<file path="config.mk">
export PLATFORM = sky130hd
export DESIGN_NAME = toaplan2_cen_meter
export DESIGN_NICKNAME = d
export VERILOG_FILES = /design/src/rtl/toaplan2_cen_meter.sv
export SDC_FILE = /design/constraint.sdc
export NUM_CORES = 1
export LEC_CHECK = 0
export ABC_AREA = 1
export CAP_MARGIN = 20
export CORE_MARGIN = 3
export CORE_UTILIZATION = 51
export CTS_CLUSTER_DIAMETER = 200
export CTS_CLUSTER_SIZE = 28
export DETAILED_ROUTE_END_ITERATION = 10
export MAX_ROUTING_LAYER = met4
export PLACE_DENSITY = 0.83
export SLEW_MARGIN = 20
export SYNTH_ARGS = -nofsm -noshare
export SYNTH_HDL_FRONTEND = slang
export SYNTH_SLANG_ARGS = --single-unit
export TNS_END_PERCENT = 5
</file>
<file path="constraint.sdc">
create_clock -name CLK96 -period 2.1 [get_ports CLK96]
set_clock_uncertainty 0.2 [all_clocks]
set_input_delay 0.525 -clock CLK96 [delete_from_list [all_inputs] [get_ports CLK96]]
set_output_delay 0.525 -clock CLK96 [all_outputs]
set_load 0.01 [all_outputs]
</file>
<file path="src/rtl/toaplan2_cen_meter.sv">
// Measures the rate of one CEN strobe over a fixed CLK96 window and flags range and CEN/CENB overlap errors.
// Define TOAPLAN2_CEN_METER_JITTER_EN to also publish the min/max interval between CEN pulses.
module toaplan2_cen_meter #(
  parameter int WINDOW  = 96000,
  parameter int CW      = 16,
  parameter int EXP_MIN = 3990,
  parameter int EXP_MAX = 4010,
  parameter int GW      = 12
) (
  input  logic          CLK96,
  input  logic          RESET_N,
  input  logic          ENABLE,
  input  logic          CEN,
  input  logic          CENB,
  output logic [CW-1:0] COUNT,
  output logic          VALID,
  output logic          TOO_LOW,
  output logic          TOO_HIGH,
  output logic          OVERLAP,
  output logic          BUSY,
  output logic [GW-1:0] MIN_GAP,
  output logic [GW-1:0] MAX_GAP
);

  localparam int              WINW = $clog2(WINDOW);
  localparam logic [WINW-1:0] LAST = WINW'(WINDOW - 1);
  localparam logic [CW-1:0]   PSAT = '1;
  localparam logic [31:0]     MINV = 32'(EXP_MIN);
  localparam logic [31:0]     MAXV = 32'(EXP_MAX);

  typedef enum logic [1:0] {IDLE, ARM, MEASURE, REPORT} state_t;

  state_t          state_q, state_d;
  logic [WINW-1:0] win_q, win_d;
  logic [CW-1:0]   pulse_q, pulse_d;
  logic            ovl_q, ovl_d;
  logic [CW-1:0]   count_q, count_d;
  logic            valid_q, valid_d;
  logic            low_q, low_d;
  logic            high_q, high_d;
  logic            ovlOut_q, ovlOut_d;

  logic [CW-1:0]   pulseInc;
  logic [31:0]     pulseWide;
  logic            startWin;
  logic            lastCyc;
  logic            clearAll;

  assign pulseInc  = (pulse_q == PSAT) ? pulse_q : pulse_q + CW'(1);
  assign pulseWide = 32'(pulse_d);
  assign startWin  = (state_q == ARM) && ENABLE && CEN;
  assign lastCyc   = (state_q == MEASURE) && ENABLE && (win_q == LAST);
  // An abort and the report cycle both drop the in-flight window state.
  assign clearAll  = (state_q == REPORT) ||
                     (((state_q == ARM) || (state_q == MEASURE)) && !ENABLE);

  always_comb begin
    state_d  = state_q;
    win_d    = win_q;
    pulse_d  = pulse_q;
    ovl_d    = ovl_q;
    count_d  = count_q;
    valid_d  = 1'b0;
    low_d    = low_q;
    high_d   = high_q;
    ovlOut_d = ovlOut_q;
    unique case (state_q)
      IDLE: if (ENABLE) state_d = ARM;
      ARM: begin
        if (!ENABLE) begin
          state_d = IDLE;
        end else if (CEN) begin
          state_d = MEASURE;
          win_d   = WINW'(1);
          pulse_d = CW'(1);
          ovl_d   = CENB;
        end
      end
      MEASURE: begin
        if (!ENABLE) begin
          state_d = IDLE;
        end else begin
          if (CEN) pulse_d = pulseInc;
          ovl_d = ovl_q | (CEN & CENB);
          win_d = win_q + WINW'(1);
          // Results are latched on the last window cycle so they are visible during REPORT.
          if (win_q == LAST) begin
            state_d  = REPORT;
            count_d  = pulse_d;
            valid_d  = 1'b1;
            low_d    = pulseWide < MINV;
            high_d   = (pulse_d == PSAT) || (pulseWide > MAXV);
            ovlOut_d = ovl_d;
          end
        end
      end
      REPORT: state_d = ENABLE ? ARM : IDLE;
      default: state_d = IDLE;
    endcase
    if (clearAll) begin
      win_d   = '0;
      pulse_d = '0;
      ovl_d   = 1'b0;
    end
  end

  always_ff @(posedge CLK96 or negedge RESET_N) begin
    if (!RESET_N) begin
      state_q  <= IDLE;
      win_q    <= '0;
      pulse_q  <= '0;
      ovl_q    <= 1'b0;
      count_q  <= '0;
      valid_q  <= 1'b0;
      low_q    <= 1'b0;
      high_q   <= 1'b0;
      ovlOut_q <= 1'b0;
    end else begin
      state_q  <= state_d;
      win_q    <= win_d;
      pulse_q  <= pulse_d;
      ovl_q    <= ovl_d;
      count_q  <= count_d;
      valid_q  <= valid_d;
      low_q    <= low_d;
      high_q   <= high_d;
      ovlOut_q <= ovlOut_d;
    end
  end

  assign COUNT    = count_q;
  assign VALID    = valid_q;
  assign TOO_LOW  = low_q;
  assign TOO_HIGH = high_q;
  assign OVERLAP  = ovlOut_q;
  assign BUSY     = (state_q == ARM) || (state_q == MEASURE);

`ifdef TOAPLAN2_CEN_METER_JITTER_EN
  localparam logic [GW-1:0] GSAT = '1;

  logic [GW-1:0] gap_q, gap_d;
  logic [GW-1:0] minG_q, minG_d;
  logic [GW-1:0] maxG_q, maxG_d;
  logic          seen_q, seen_d;
  logic [GW-1:0] minOut_q, minOut_d;
  logic [GW-1:0] maxOut_q, maxOut_d;
  logic [GW-1:0] gapInc;

  assign gapInc = (gap_q == GSAT) ? gap_q : gap_q + GW'(1);

  // seen_q marks that at least one interval exists, so a 0/1-pulse window publishes zeros.
  always_comb begin
    gap_d    = gap_q;
    minG_d   = minG_q;
    maxG_d   = maxG_q;
    seen_d   = seen_q;
    minOut_d = minOut_q;
    maxOut_d = maxOut_q;
    if (clearAll) begin
      gap_d  = '0;
      minG_d = '0;
      maxG_d = '0;
      seen_d = 1'b0;
    end else if (startWin) begin
      gap_d  = GW'(1);
      minG_d = '0;
      maxG_d = '0;
      seen_d = 1'b0;
    end else if (state_q == MEASURE) begin
      if (CEN) begin
        gap_d  = GW'(1);
        seen_d = 1'b1;
        minG_d = (!seen_q || (gap_q < minG_q)) ? gap_q : minG_q;
        maxG_d = (!seen_q || (gap_q > maxG_q)) ? gap_q : maxG_q;
      end else begin
        gap_d = gapInc;
      end
      if (lastCyc) begin
        minOut_d = seen_d ? minG_d : '0;
        maxOut_d = seen_d ? maxG_d : '0;
      end
    end
  end

  always_ff @(posedge CLK96 or negedge RESET_N) begin
    if (!RESET_N) begin
      gap_q    <= '0;
      minG_q   <= '0;
      maxG_q   <= '0;
      seen_q   <= 1'b0;
      minOut_q <= '0;
      maxOut_q <= '0;
    end else begin
      gap_q    <= gap_d;
      minG_q   <= minG_d;
      maxG_q   <= maxG_d;
      seen_q   <= seen_d;
      minOut_q <= minOut_d;
      maxOut_q <= maxOut_d;
    end
  end

  assign MIN_GAP = minOut_q;
  assign MAX_GAP = maxOut_q;
`else
  assign MIN_GAP = '0;
  assign MAX_GAP = '0;
`endif

endmodule

</file>
==> run_results.csv <==
group,metric,value,unit
layout,nFillCells,536,
critical_path,worstSetupPathType,"input pin to register",
timing,fin_tns_setup,-0.8526,ns
timing,min_period,2.496,ns
floorplan,dieArea,0.008758,mm^2
synth,synthTopCellsByArea,"dfrtp_1 36%, nand2_1 15%, inv_1 6.2%",
synth,synth.avg_cell_area,6.852,um^2
critical_path,cp_max_fo,11,
layout,fin_nets,708,
synth,yosys_warnings,0,
layout,insertedDiodeCount,0,
timing,hold_viol_final,0,
floorplan,num_io_pins,50,
place,numPlacedInstances,777,
min_path,min_from,"COUNT[11]$_DFFE_PN0P_",
timing,setup_violations,7,
clock_network,clockRootBuffer,"clkbuf_8",
run_status,violations,"setup timing",
flow_run,maxCapViolCount,0,
detailed_routing,antenna_left,0,
global_routing,track_usage,0.2627,
min_path,min_path_type,"register to register",
synth,synth-edff-count,0,
floorplan,core,0.007331,mm^2
clock_network,clock_sinks,56,
synth,ys_seq_elements,56,
layout,drive_above_1_share,0.2816,
detailed_routing,drt-vias-per-instance,5.609,
detailed_routing,drc_errors,0,
synth,yosys.area.top_type,"dfrtp_1",
global_routing,antenna_found_initial,0,
timing,tightest_slew,0.4901,ns
place,gp_congestion,0.9555,
layout,areaGrowthSynthToFinish,35.75,%
synth,async_flop_share,1.000,
floorplan,floorplan.initialDensity,0.5337,
min_path,hold_depth,2,
power_and_ir_drop,power.total,7.226,mW
synth,yosysUniqueCellTypes,40,
synth,synth_top_cells_by_count,"161 x nand2_1, 65 x inv_1, 56 x dfrtp_1",
synth,seq_area_frac_synth,0.3582,
synth,synth.most_common_cell,"nand2_1",
place,place_area,0.004933,mm^2
power_and_ir_drop,p_leak,2.616,nW
critical_path,worst-endpoint-arrival,2.55,ns
synth,synth_top_area_frac,0.3582,
detailed_routing,vias,4459,
critical_path,end_kind,"register",
timing,max_freq,0.4007,GHz
run_status,status,"finished with violations",
timing,fin_crit_sh,1.188,
global_routing,grt_max_degree,57,
detailed_routing,drtIter0Drc,485,
timing,rsz0062_at_grt,"yes",
detailed_routing,wl,12.14,mm
floorplan,rows,31,
layout,postLayoutCoreUtil,0.7245,
clock_network,clock_latency,0.32,ns
place,hpwl,8.109,mm
min_path,worstHoldEndpoint,"COUNT[11]$_DFFE_PN0P_",
critical_path,reg2reg_slack,-0.38,ns
global_routing,grt_pass1_wl,17.88,mm
critical_path,regToRegEndpoint,"TOO_LOW$_DFFE_PN0P_",
synth,ys.flop_type,"dfrtp_1",
clock_network,clk_pin_slew,0.10,ns
critical_path,worstReg2RegStart,"pulse_q[0]$_DFF_PN0_",
floorplan,dieHeight,93.59,um
critical_path,cp-start-kind,"input pin",
clock_network,tritoncts,"done",
floorplan,die_x,93.59,um
critical_path,crit_required,2.15,ns
clock_network,cts.htree.levels,2,
global_routing,grt_pass1_vias,3982,
clock_network,cts_buffers,5,
power_and_ir_drop,peakVddDrop,0.8419,mV
global_routing,grt-ovfl-total,0,
power_and_ir_drop,power_density,1361,mW/mm^2
timing,fin_ws,-0.3958,ns
layout,final_cells,795,
clock_network,clock_path_buffers,2,
detailed_routing,wl_per_cell,15.27,um
timing,slew_viol_final,0,
detailed_routing,dr.pass1.iters,5,
timing,maxSlewHeadroom,0.6703,
layout,final_area,0.005311,mm^2
place,numPortBuffers,25,
critical_path,r2r_cells,17,
synth,syn_area,0.003913,mm^2
synth,synth_cells,571,
cells in the final DEF, fill, tap and decap left out, drive strengths merged, types with 2 or more instances in the layout:
master,synthesis,layout
ha,7,7
inv,71,72
nor3,6,6
nand2,173,173
o21ai,37,37
nor2,45,45
xor2,3,3
nor4,3,3
o211ai,2,2
nand4,8,8
a21oi,45,45
nand3,42,42
dfrtp,56,56
conb,1,24
a31oi,17,17
bufinv,0,2
buf,33,114
clkdlybuf4s50,0,22
clkbuf,11,5
sequential cells by signal, indices dropped and copies added, names as in the netlist:
signal,cells
pulse_q,16
TOO_LOW,1
TOO_HIGH,1
COUNT,16
win_q,17
OVERLAP,1
VALID,1
ovl_q,1
state_q,2
kinds of logic (layout without fill, tap and decap cells):
| logic type | count (synthesis) | in the layout | share of synthesized area |
|---|---|---|---|
| and+or+nand+nor | 280 | 280 | 0.3176 |
| buffers and inverters | 116 | 218 | 0.1391 |
| xor gates and xnor gates | 4 | 4 | 0.008956 |
| DFF | 56 | 56 | 0.3582 |
| AOI/OAI and AO/OA | 107 | 107 | 0.1529 |
| other | 1 | 24 | 0.0009585 |
| adders and majority gates | 7 | 7 | 0.02238 |
final cells by class:
cell class              count  area [um^2]  area share
multi-input cells         422         2222      0.4184
flip-flops and latches     56         1403      0.2641
clock buffers               5        68.82     0.01296
well taps                  99        123.9     0.02332
repair buffers            139         1159      0.2181
clock inverters             2        60.06     0.01131
inverters                  72        275.3     0.05183
routing by layer:
layer / up-vias / global-route usage / part of all wire
met3: 71 / 0.04827 / 0.10
met5: - / - / 0
li1: 2048 / - / -
met2: 313 / 0.4074 / 0.47
met4: 0 / 0.1035 / 0.043
met1: 2027 / 0.3422 / 0.39
power breakdown:
| group | internal (mW) | switching [mW] |
|---|---|---|
| clock | 0.470 | 0.357 |
| combinational | 2.16 | 2.83 |
| sequential | 1.27 | 0.139 |
| total | 3.90 | 3.33 |
per-stage QoR:
stage / setup WS [ns] / hold slack, ns
detailed placement: -0.5792 / 0.2596
CTS: -0.2351 / 0.2844
global route: -0.4311 / 0.2984
finish: -0.3958 / 0.2790
floorplan: 0.004046 / 0.02941
global placement: -0.5180 / 0.2556
critical path, stage by stage:
cell and delay (ns):
clkdlybuf4s50_1 0.45, buf_4 0.16, nand2_2 0.10, nand2_4 0.14, nand2_1 0.08, nand2_1 0.10
buf_4 0.13, nand2_1 0.05, nor3_1 0.28, nand3_1 0.17, nor2_1 0.15, nor2_1 0.09
a21oi_2 0.13
worst max path at each step:
stage	slack, ns	start	end
detailed placement	-0.58	CEN	TOO_HIGH$_DFFE_PN0P_
finish	-0.40	CEN	TOO_HIGH$_DFFE_PN0P_
CTS	-0.24	pulse_q[0]$_DFF_PN0_	TOO_HIGH$_DFFE_PN0P_
floorplan	0.004	CEN	TOO_LOW$_DFFE_PN0P_
global route	-0.43	pulse_q[2]$_DFF_PN0_	TOO_LOW$_DFFE_PN0P_
global placement	-0.52	ENABLE	win_q[11]$_DFFE_PN0P_
repair_timing:
action / CTS / global route
buffers inserted: 2 / 8
resized for setup: 13 / 41
setup endpoints to repair: 35 / 44
pin swaps: 3 / 25
hold endpoints to repair: 10 / 0
hold buffers: 1 / 0
(Power assumes the default switching activity.)
